## src/rtl/lms_debug_port.sv

```systemverilog
// lms_debug_port: host-side end of the LMS equalizer debug link.
// Decodes READ (0x01) and WRITE (0x02) byte commands from the UART byte layer.
// READ streams a snapshot of the coefficient bus and error signal back to the host.
// WRITE collects Nw coefficient bytes, loads them into the LMS and returns 0xA5.
//
//   state      | meaning
//   -----------+-----------------------------------------------------------
//   S_IDLE     | waiting for a command byte; other bytes are ignored
//   S_TX_COEF  | sending snapshot coefficient r_idx, sign-extended to 8 bits
//   S_TX_ERR_H | sending error snapshot bits [15:8] (sign-extended to 16)
//   S_TX_ERR_L | sending error snapshot bits [7:0]
//   S_RX_COEF  | collecting coefficient bytes into staging, idle timer running
//   S_LOAD     | staging captured; load strobe is being registered
//   S_TX_ACK   | debug_load cycle, then 0xA5 offered until accepted
module lms_debug_port #(
  parameter int Nw      = 9,
  parameter int NBw     = 7,
  parameter int NBe     = 9,
  parameter int TIMEOUT = 1000000
) (
  input  logic                clkA,
  input  logic                reset,
  input  logic [7:0]          rx_data,
  input  logic                rx_valid,
  output logic [7:0]          tx_data,
  output logic                tx_valid,
  input  logic                tx_ready,
  input  logic [Nw*NBw-1:0]   coeff,
  input  logic [NBe-1:0]      e_in,
  output logic [Nw*NBw-1:0]   o_coeffs,
  output logic                debug_load,
  output logic                busy
);

  localparam int IDXW = $clog2(Nw + 1);
  localparam int TMRW = $clog2(TIMEOUT);

  localparam logic [7:0] CMD_READ  = 8'h01;
  localparam logic [7:0] CMD_WRITE = 8'h02;
  localparam logic [7:0] ACK_BYTE  = 8'hA5;

  typedef enum logic [2:0] {
    S_IDLE,
    S_TX_COEF,
    S_TX_ERR_H,
    S_TX_ERR_L,
    S_RX_COEF,
    S_LOAD,
    S_TX_ACK
  } state_t;

  state_t                r_state;
  state_t                w_next;
  logic [IDXW-1:0]       r_idx;
  logic [TMRW-1:0]       r_timer;
  logic [Nw*NBw-1:0]     r_snap_coeff;
  logic [NBe-1:0]        r_snap_err;
  logic [Nw*NBw-1:0]     r_stage;
  logic [Nw*NBw-1:0]     r_coeffs;
  logic                  r_debug_load;

  logic                  w_last_idx;
  logic                  w_tmo;
  logic signed [NBw-1:0] w_coef_sel;
  logic signed [NBe-1:0] w_err_sel;
  logic [7:0]            w_coef_ext;
  logic [15:0]           w_err_ext;

  assign w_last_idx = (r_idx == IDXW'(Nw - 1));
  assign w_tmo      = (r_timer == TMRW'(TIMEOUT - 1));

  // Signed casts give sign extension for any legal NBw/NBe, including full width.
  assign w_coef_sel = r_snap_coeff[r_idx*NBw +: NBw];
  assign w_err_sel  = r_snap_err;
  assign w_coef_ext = 8'(w_coef_sel);
  assign w_err_ext  = 16'(w_err_sel);

  assign o_coeffs   = r_coeffs;
  assign debug_load = r_debug_load;
  assign busy       = (r_state != S_IDLE);

  // State register.
  always_ff @(posedge clkA or negedge reset) begin
    if (!reset) r_state <= S_IDLE;
    else        r_state <= w_next;
  end

  // Next-state and transmit outputs. tx_valid is a pure function of state, so
  // acceptance is decoded from tx_ready directly to avoid a combinational loop.
  always_comb begin
    w_next   = r_state;
    tx_valid = 1'b0;
    tx_data  = 8'h00;
    case (r_state)
      S_IDLE: begin
        if (rx_valid && rx_data == CMD_READ)       w_next = S_TX_COEF;
        else if (rx_valid && rx_data == CMD_WRITE) w_next = S_RX_COEF;
      end
      S_TX_COEF: begin
        tx_valid = 1'b1;
        tx_data  = w_coef_ext;
        if (tx_ready && w_last_idx) w_next = S_TX_ERR_H;
      end
      S_TX_ERR_H: begin
        tx_valid = 1'b1;
        tx_data  = w_err_ext[15:8];
        if (tx_ready) w_next = S_TX_ERR_L;
      end
      S_TX_ERR_L: begin
        tx_valid = 1'b1;
        tx_data  = w_err_ext[7:0];
        if (tx_ready) w_next = S_IDLE;
      end
      S_RX_COEF: begin
        if (rx_valid) begin
          if (w_last_idx) w_next = S_LOAD;
        end else if (w_tmo) begin
          w_next = S_IDLE;
        end
      end
      S_LOAD: begin
        w_next = S_TX_ACK;
      end
      S_TX_ACK: begin
        // The first TX_ACK cycle carries the load strobe; the ack follows it.
        if (!r_debug_load) begin
          tx_valid = 1'b1;
          tx_data  = ACK_BYTE;
          if (tx_ready) w_next = S_IDLE;
        end
      end
      default: w_next = S_IDLE;
    endcase
  end

  // Datapath: byte index, idle timer, READ snapshot, WRITE staging and load.
  always_ff @(posedge clkA or negedge reset) begin
    if (!reset) begin
      r_idx        <= '0;
      r_timer      <= '0;
      r_snap_coeff <= '0;
      r_snap_err   <= '0;
      r_stage      <= '0;
      r_coeffs     <= '0;
      r_debug_load <= 1'b0;
    end else begin
      r_debug_load <= 1'b0;
      case (r_state)
        S_IDLE: begin
          if (rx_valid && rx_data == CMD_READ) begin
            r_snap_coeff <= coeff;
            r_snap_err   <= e_in;
            r_idx        <= '0;
          end else if (rx_valid && rx_data == CMD_WRITE) begin
            r_idx   <= '0;
            r_timer <= '0;
          end
        end
        S_TX_COEF: begin
          if (tx_ready) r_idx <= w_last_idx ? '0 : r_idx + 1'b1;
        end
        S_RX_COEF: begin
          if (rx_valid) begin
            r_stage[r_idx*NBw +: NBw] <= rx_data[NBw-1:0];
            r_idx                     <= r_idx + 1'b1;
            r_timer                   <= '0;
          end else if (!w_tmo) begin
            r_timer <= r_timer + 1'b1;
          end
        end
        S_LOAD: begin
          r_coeffs     <= r_stage;
          r_debug_load <= 1'b1;
        end
        default: ;
      endcase
    end
  end

endmodule

```

## config.mk

```make
export PLATFORM = sky130hd
export DESIGN_NAME = lms_debug_port
export DESIGN_NICKNAME = d
export VERILOG_FILES = /design/src/rtl/lms_debug_port.sv
export SDC_FILE = /design/constraint.sdc
export NUM_CORES = 1
export LEC_CHECK = 0
export BUFFER_PORTS_ARGS = -buffer_cell sky130_fd_sc_hd__buf_2
export CAP_MARGIN = 5
export CORE_UTILIZATION = 55
export DETAILED_ROUTE_END_ITERATION = 8
export PLACE_DENSITY = 0.78
export SKIP_CTS_REPAIR_TIMING = 1
export SYNTH_ARGS = -nofsm -noshare
export SYNTH_HDL_FRONTEND = slang
export SYNTH_SLANG_ARGS = --single-unit
```

## constraint.sdc

```tcl
create_clock -name clkA -period 6.35 [get_ports clkA]
set_clock_uncertainty 0.2 [all_clocks]
set_input_delay 0.9525 -clock clkA [delete_from_list [all_inputs] [get_ports clkA]]
set_output_delay 0.9525 -clock clkA [all_outputs]
set_load 0.1 [all_outputs]
```

# After elaboration in Yosys (flattened, before gate mapping)
# Index checks and enable logic that the tools add are counted.
# totals
register_bits	226
latch_bits	0
mem_bits_rw	0
rom_bits	0
input_bits	84
wordCells	76
mem_count	0
# op_classes
add_sub_neg	3
mul	1
div_mod_pow	0
order_cmp	0
n_eq_ne	21
shifts	3
n_mux	27
n_bitwise	0
reduce_logical	13
# op_table
op	count
$mux 20	4
$bwmux 63	1
$shift 7x34->63 const A	1
$shiftx 63x8->7	1
$shiftx 7x34->63	1
$pmux 20 s2	1
$neg 7->34	1
$pmux 8 s4	1
$mux 3	9
$pmux 3 s7	1
$add 20x1->20 const B	1
$eq 20x20->1 const B	1
$mux 4	5
$ne 2x2->1 const B	7
$ne 3x3->1 const B	4
$pmux 4 s3	1
$eq 3x3->1 const B	3
$eq 8x1->1 const B	1
$eq 8x2->1 const B	1
$mux 8	1
$reduce_and 4->1	2
$mul 4x3->7 const B	1
$eq 3x2->1 const B	2
$reduce_and 6->1	1
11 further kinds	16

# Logic depth before layout (Yosys ltp)
# Gate-level depths: netlist of run 1.
# logic_depth
depth_word	5
ltp_mapped	10
ltp_nobuf	7

# Least setup slack after synthesis of run 1
# Ideal clock, no wire load.
# synth_timing
kind	reg-to-output
from	register r_idx[1]
to	output port tx_data[0]
arrival_ns	4.297
path_slack_ns	0.900
path_stages_with_launch	6
n_path_buf	2
path_cell_list	dfrtp_1 > buf_2 > buf_2 > mux4_2 > nor2_1 > o41ai_1
# synth_between
elab_chain_cells	3
# synth_rtl
element	line	rtl
from (decl)	54	logic [IDXW-1:0] r_idx;
from (signal assigned)	160	if (tx_ready) r_idx <= w_last_idx ? '0 : r_idx + 1'b1;
from (signal assigned)	165	r_idx <= r_idx + 1'b1;
$mul 4x3->7	73	assign w_coef_sel = r_snap_coeff[r_idx*NBw +: NBw];
$shiftx 63x8->7	73	
$pmux 8 s4	94	case (r_state)
to (decl)	25	output logic [7:0] tx_data,
# No other way between the ends.

# Final worst setup path of run 1
# layout_timing
from	register r_idx[1]
to	output port tx_data[3]
# Same word-level chain as after synthesis.

==> reports/metrics.csv, run 1 <==
metric,value,unit
Area Growth Syn to Fin,16.9,%
drt drc,0,
final max-slew violation count,0,
Final WS setup,1810,ps
reg-to-reg endpoint,r_stage[60],
R2R cell count,7,
Syn Inst Count,795,
FILL cells,1365,
relative slew slack,19.2,%
row cnt,49,
Post-synth EDFFs,0,
Ys Warns,0,
hold-critical path depth,1,
peak supply drop,0.000360,V
CTS root buffer,clkbuf_16,
Worst Tran Pin Value,1210,ps
initial antenna violation count,1,
CTS Buffer Depth,3,
ant diodes,0,
Die Area,18900,µm²
vias in the first global route,6716,
register-to-register path setup slack,2640,ps
Hold Startpoint,r_timer[19],
H-tree Lvls,1,
dpl ws,2440,ps
Mapped Avg Cell Area,12.7,µm²
pwr dens,416,nW/µm²
Synth Flop Type,dfrtp_1,
GPL Wtd Cong,0.844,
register area,5660,µm²
height of the die,138,µm
core footprint,18000,µm²
wire per inst,19.1,µm
final setup vio count,0,
RSZ-0062 raised after global routing,false,
Crit. End Element,output port,
cell chain of the critical path,mux2i_1 > a22o_1 > a2111oi_0 > a21oi_1 > o22ai_1 > buf_2,
"FF+latch count, synth",226,
Multi-input gate area,4220,µm²
startpoint types,flip-flop,
Synth async-reset ratio,100,%
Worst path slowest cell,dfrtp_1,
MaxCap Viol Count,0,
total chip power,4.92,mW
crit path kind,reg2out,
Vias,6953,
post-synthesis sequential area ratio,56.0,%
First DRT Iteration DRCs,450,
Final Net Count,1033,
Worst Hold End,r_timer[19],
dpl hpwl,15.6,mm
final setup TNS,0,ps
GRT overflow,0,
"Net Count, Synth",885,
CTS tree,yes,
achievable frequency,220,MHz
GRT Total Usage,24.7,%
Final Hold Viols,0,
Die X,138,µm
num ports,158,
Detail Route Antenna Nets,0,
port buffer count,157,
Synth cell types,53,
Final period util,71.6,%
Clock Latency Late Sink,510,ps
first-pass GRT wire length,35.9,mm
Initial Utilization,56.2,%
pin count of the biggest net entering global routing,123,
outcome,"complete, no violations",
max incr delay on CP,1140,ps
DR pass1 iterations,4,
WL final,22.7,mm
DR vias/cell,5.86,
clock transition at the registers of the reported paths,60,ps
Post-Syn Area,10100,µm²
r2r startpoint,r_idx[1],
clk sink count,226,
share of layout cells above drive strength 1,42.2,%
Lkg Pwr,5.95,nW
Critical Path RT,5200,ps
Hold WC Path Type,reg2reg,
"Min Clock Period, post-route",4540,ps
Num CTS Buffers,23,
"Arr. time, crit path",3390,ps
crit-path max FO,28,
registers in the layout, summed over array words and instances, names as in the netlist:
register	count
r_snap_coeff	63
r_idx	4
r_state	3
r_snap_err	9
r_stage	63
r_timer	20
o_coeffs	63
debug_load	1
through the flow:
step           cells  utilization [%]  hold WS [ps]  cell area, µm²
2_1_floorplan    795                -           246           10100
3_3_place_gp    1147             61.6           268           11100
3_5_place_dp    1147             61.6           282           11100
4_1_cts         1187             65.7           295           11800
5_1_grt         1187             65.7           308           11800
6_report        1187             65.7           293           11800
worst max-delay path by stage:
| stage | slack [ps] | to | from |
|---|---|---|---|
| floorplan | 900 | tx_data[0] | r_idx[1] |
| finish | 1810 | tx_data[3] | r_idx[1] |
| global route | 1570 | tx_data[3] | r_idx[1] |
| global placement | 2510 | tx_data[1] | r_idx[1] |
| CTS | 1890 | tx_data[3] | r_idx[1] |
| detailed placement | 2440 | tx_data[3] | r_idx[1] |
synth_stat cells, drive strengths merged, types with 6 or more instances:
| cell | number | area (µm²) |
|---|---|---|
| nand4 | 7 | 43.8 |
| dfrtp | 226 | 5660 |
| nor3 | 10 | 60.1 |
| nand2b | 7 | 43.8 |
| nor2 | 38 | 148 |
| inv | 13 | 48.8 |
| buf | 17 | 85.1 |
| mux2 | 187 | 2110 |
| mux4 | 6 | 135 |
| nand2 | 43 | 161 |
| and2 | 13 | 81.3 |
| ha | 6 | 75.1 |
| a21oi | 21 | 105 |
| nand3 | 14 | 70.1 |
| clkbuf | 25 | 93.8 |
| nor4 | 6 | 50.0 |
| a2111oi | 6 | 52.6 |
| nor2b | 11 | 68.8 |
| mux2i | 16 | 160 |
| o31ai | 15 | 113 |
| a31oi | 10 | 62.6 |
| o21ai | 42 | 210 |
layout make-up:
class | count | share of cell area [%]
inverters | 13 | 0.413
clock inverters | 7 | 0.752
flip-flops and latches | 226 | 47.9
well taps | 229 | 2.43
multi-input cells | 514 | 35.7
clock buffers | 33 | 5.53
repair buffers | 165 | 7.25
worst max-delay path: cells and delay by family (launching register included):
family / cells / cell delay (ps)
buffers and inverters: 1 / 480
flip-flops: 1 / 1140
AO/OA/AOI/OAI: 4 / 1040
multiplexers: 1 / 190
placed cells by master (no fill, tap or decap), drive strengths merged, types with 3 or more instances in the layout:
cell / instances
clkbuf: 33
nor3: 10
o211ai: 4
nand3: 14
nand2: 43
clkinv: 4
a22o: 5
nor2b: 11
dfrtp: 226
inv: 14
o22ai: 3
buf: 165
mux2i: 16
o31ai: 15
mux4: 6
nor2: 38
ha: 6
a21o: 3
and2: 13
a31oi: 10
a2111oi: 6
nor4: 6
nor4b: 4
and3: 5
o21ai: 42
a21oi: 21
nand4: 7
nand2b: 7
mux2: 187
o41ai: 3
kinds of logic (layout without fill, tap and decap cells):
group / Yosys count / count (layout) / synth area share, %
flip-flops: 226 / 226 / 56.0
buffers and inverters: 55 / 218 / 2.26
multiplexers: 209 / 209 / 23.8
AND/OR/NAND/NOR: 169 / 169 / 8.83
XOR/XNOR: 2 / 2 / 0.173
AO/OA/AOI/OAI: 128 / 128 / 8.21
adder cells (fa/ha/maj): 6 / 6 / 0.743
layer usage:
| metal | GRT usage, % | routed length, µm |
|---|---|---|
| met1 | 36.5 | 10200 |
| met2 | 36.7 | 10400 |
| met4 | 8.85 | 716 |
| met5 | 0 | 0 |
| met3 | 4.16 | 1320 |
power breakdown:
group / leakage (nW) / switching [mW] / internal [mW] / total (mW)
Sequential: 3.10 / 0.164 / 1.63 / 1.80
Combinational: 2.48 / 1.33 / 0.453 / 1.78
Clock: 0.368 / 0.540 / 0.794 / 1.33
Total: 5.95 / 2.04 / 2.88 / 4.92
(Power assumes the default switching activity.)
==> run 2: changes to the inputs <==
Settings changed: CORE_UTILIZATION 55 to 51, PLACE_DENSITY 0.78 to 0.76.
Clock period 6.35 ns to 3.8 ns, I/O delays scaled along.
==> run 2 against run 1 <==
  * Utilization fell by 2.9 points
  * Critical endpoint is now tx_data[4]
  * Critical path depth did not move
  * Hold slack got worse by 210 ps
  * Cell count rose by 4.0%
  * Sequential cell count did not move
==> reports/metrics.csv, run 2 (synthesized netlist as in run 1, its figures left out) <==
metric,value,unit
first-pass GRT wire length,36.8,mm
row cnt,51,
"CP delay by family, top",compound AO/OA/AOI/OAI gates,
"Arr. time, crit path",2920,ps
Initial Utilization,51.9,%
most frequent cells in the layout,"226 x dfrtp_1, 187 x mux2_2, 151 x buf_2",
drt drc,0,
Final Hold Viols,0,
Clock Latency Late Sink,510,ps
CTS Buffer Depth,3,
crit path kind,reg2out,
GRT Total Usage,23.2,%
Final Net Count,1043,
Detail Route Antenna Nets,0,
Crit. End Element,output port,
pwr dens,712,nW/µm²
reg-to-reg endpoint,r_stage[61],
vias in the first global route,6931,
GRT overflow,0,
peak supply drop,0.000371,V
WHS,86.8,ps
RSZ-0062 raised after global routing,false,
Final period util,97.0,%
hold-critical path depth,2,
final max-slew violation count,0,
Num CTS Buffers,24,
relative slew slack,31.6,%
pin count of the biggest net entering global routing,106,
Worst path slowest cell,dfrtp_1,
"Min Clock Period, post-route",3690,ps
crit-path max FO,17,
"most common cell after layout, fill and taps aside",dfrtp_1,
DR pass1 iterations,4,
H-tree Lvls,1,
Area Growth Syn to Fin,21.0,%
r2r startpoint,r_idx[0],
WL final,23.1,mm
height of the die,143,µm
num ports,158,
Lkg Pwr,6.10,nW
R2R cell count,7,
Worst Hold End,r_snap_coeff[26],
Hold WC Path Type,in2reg,
post-route insts no fill,1235,
Vias,6892,
max incr delay on CP,710,ps
achievable frequency,271,MHz
core footprint,19500,µm²
dpl hpwl,15.8,mm
CTS tree,yes,
port buffer count,157,
final setup vio count,0,
GPL Wtd Cong,0.813,
Critical path buffers and inverters,1,
cell chain of the critical path,nor2b_1 > a22o_1 > a2111oi_1 > a21oi_1 > o22ai_2 > buf_12,
clock transition at the registers of the reported paths,60,ps
MaxCap Viol Count,0,
Die Area,20400,µm²
initial antenna violation count,0,
startpoint types,flip-flop,
CTS root buffer,clkbuf_16,
Critical Path RT,3030,ps
register-to-register path setup slack,630,ps
dpl cells,1191,
total chip power,8.70,mW
ant diodes,0,
DR vias/cell,5.58,
outcome,"complete, no violations",
wire per inst,18.7,µm
Die X,143,µm
clk sink count,226,
Hold Startpoint,coeff[26],
First DRT Iteration DRCs,442,
share of layout cells above drive strength 1,44.0,%
Worst Tran Pin Value,1020,ps
==> run 2: metrics by stage <==
stage	worst slack [ps]	utilization (%)	TNS (ps)	instance area, µm²
floorplan	53.0	-	0	10100
global placement	525	58.2	0	11300
detailed placement	519	58.2	0	11300
CTS	-61.9	62.7	-61.9	12200
global route	7.25	62.8	0	12200
finish	115	62.8	0	12200
==> run 2: layer usage <==
metal	GRT usage, %	up-vias	share of wire (%)
met4	5.94	0	1.6
met1	31.9	3492	45
met2	38.2	157	48
li1	-	3214	-
met3	4.12	29	5.1
met5	0	-	0
==> run 2: area by class of cell <==
cell class | instances | area, µm²
timing repair buffer | 174 | 1030
multi-input combinational | 514 | 4270
clock inverter | 12 | 193
sequential | 226 | 5660
fill | 1476 | 7240
inverter | 13 | 48.8
tap | 265 | 332
clock buffer | 31 | 698
==> run 2: worst max-delay path by stage <==
stage	slack (ps)	end	from	cells past startpoint
2_1_floorplan	50	tx_data[0]	r_idx[1]	5
3_3_place_gp	520	tx_data[4]	r_idx[2]	6
3_5_place_dp	520	tx_data[4]	r_idx[2]	6
4_1_cts	-60	tx_data[4]	r_idx[2]	6
5_1_grt	7	tx_data[2]	r_idx[0]	7
6_report	110	tx_data[4]	r_idx[2]	6
==> run 2: report_power, final <==
group	switching [mW]	leakage [nW]	internal, mW
sequential	0.281	3.10	2.73
combinational	2.28	2.57	0.823
clock	0.945	0.432	1.63
==> run 2: worst register-to-register path, cell delays in order, from the launching register on <==
cell       delay (ps)
dfrtp_1           610
inv_1             250
ha_1              340
nor2b_1           190
a21oi_1           210
a2bb2oi_2         440
or3_1             400
mux2_2            390
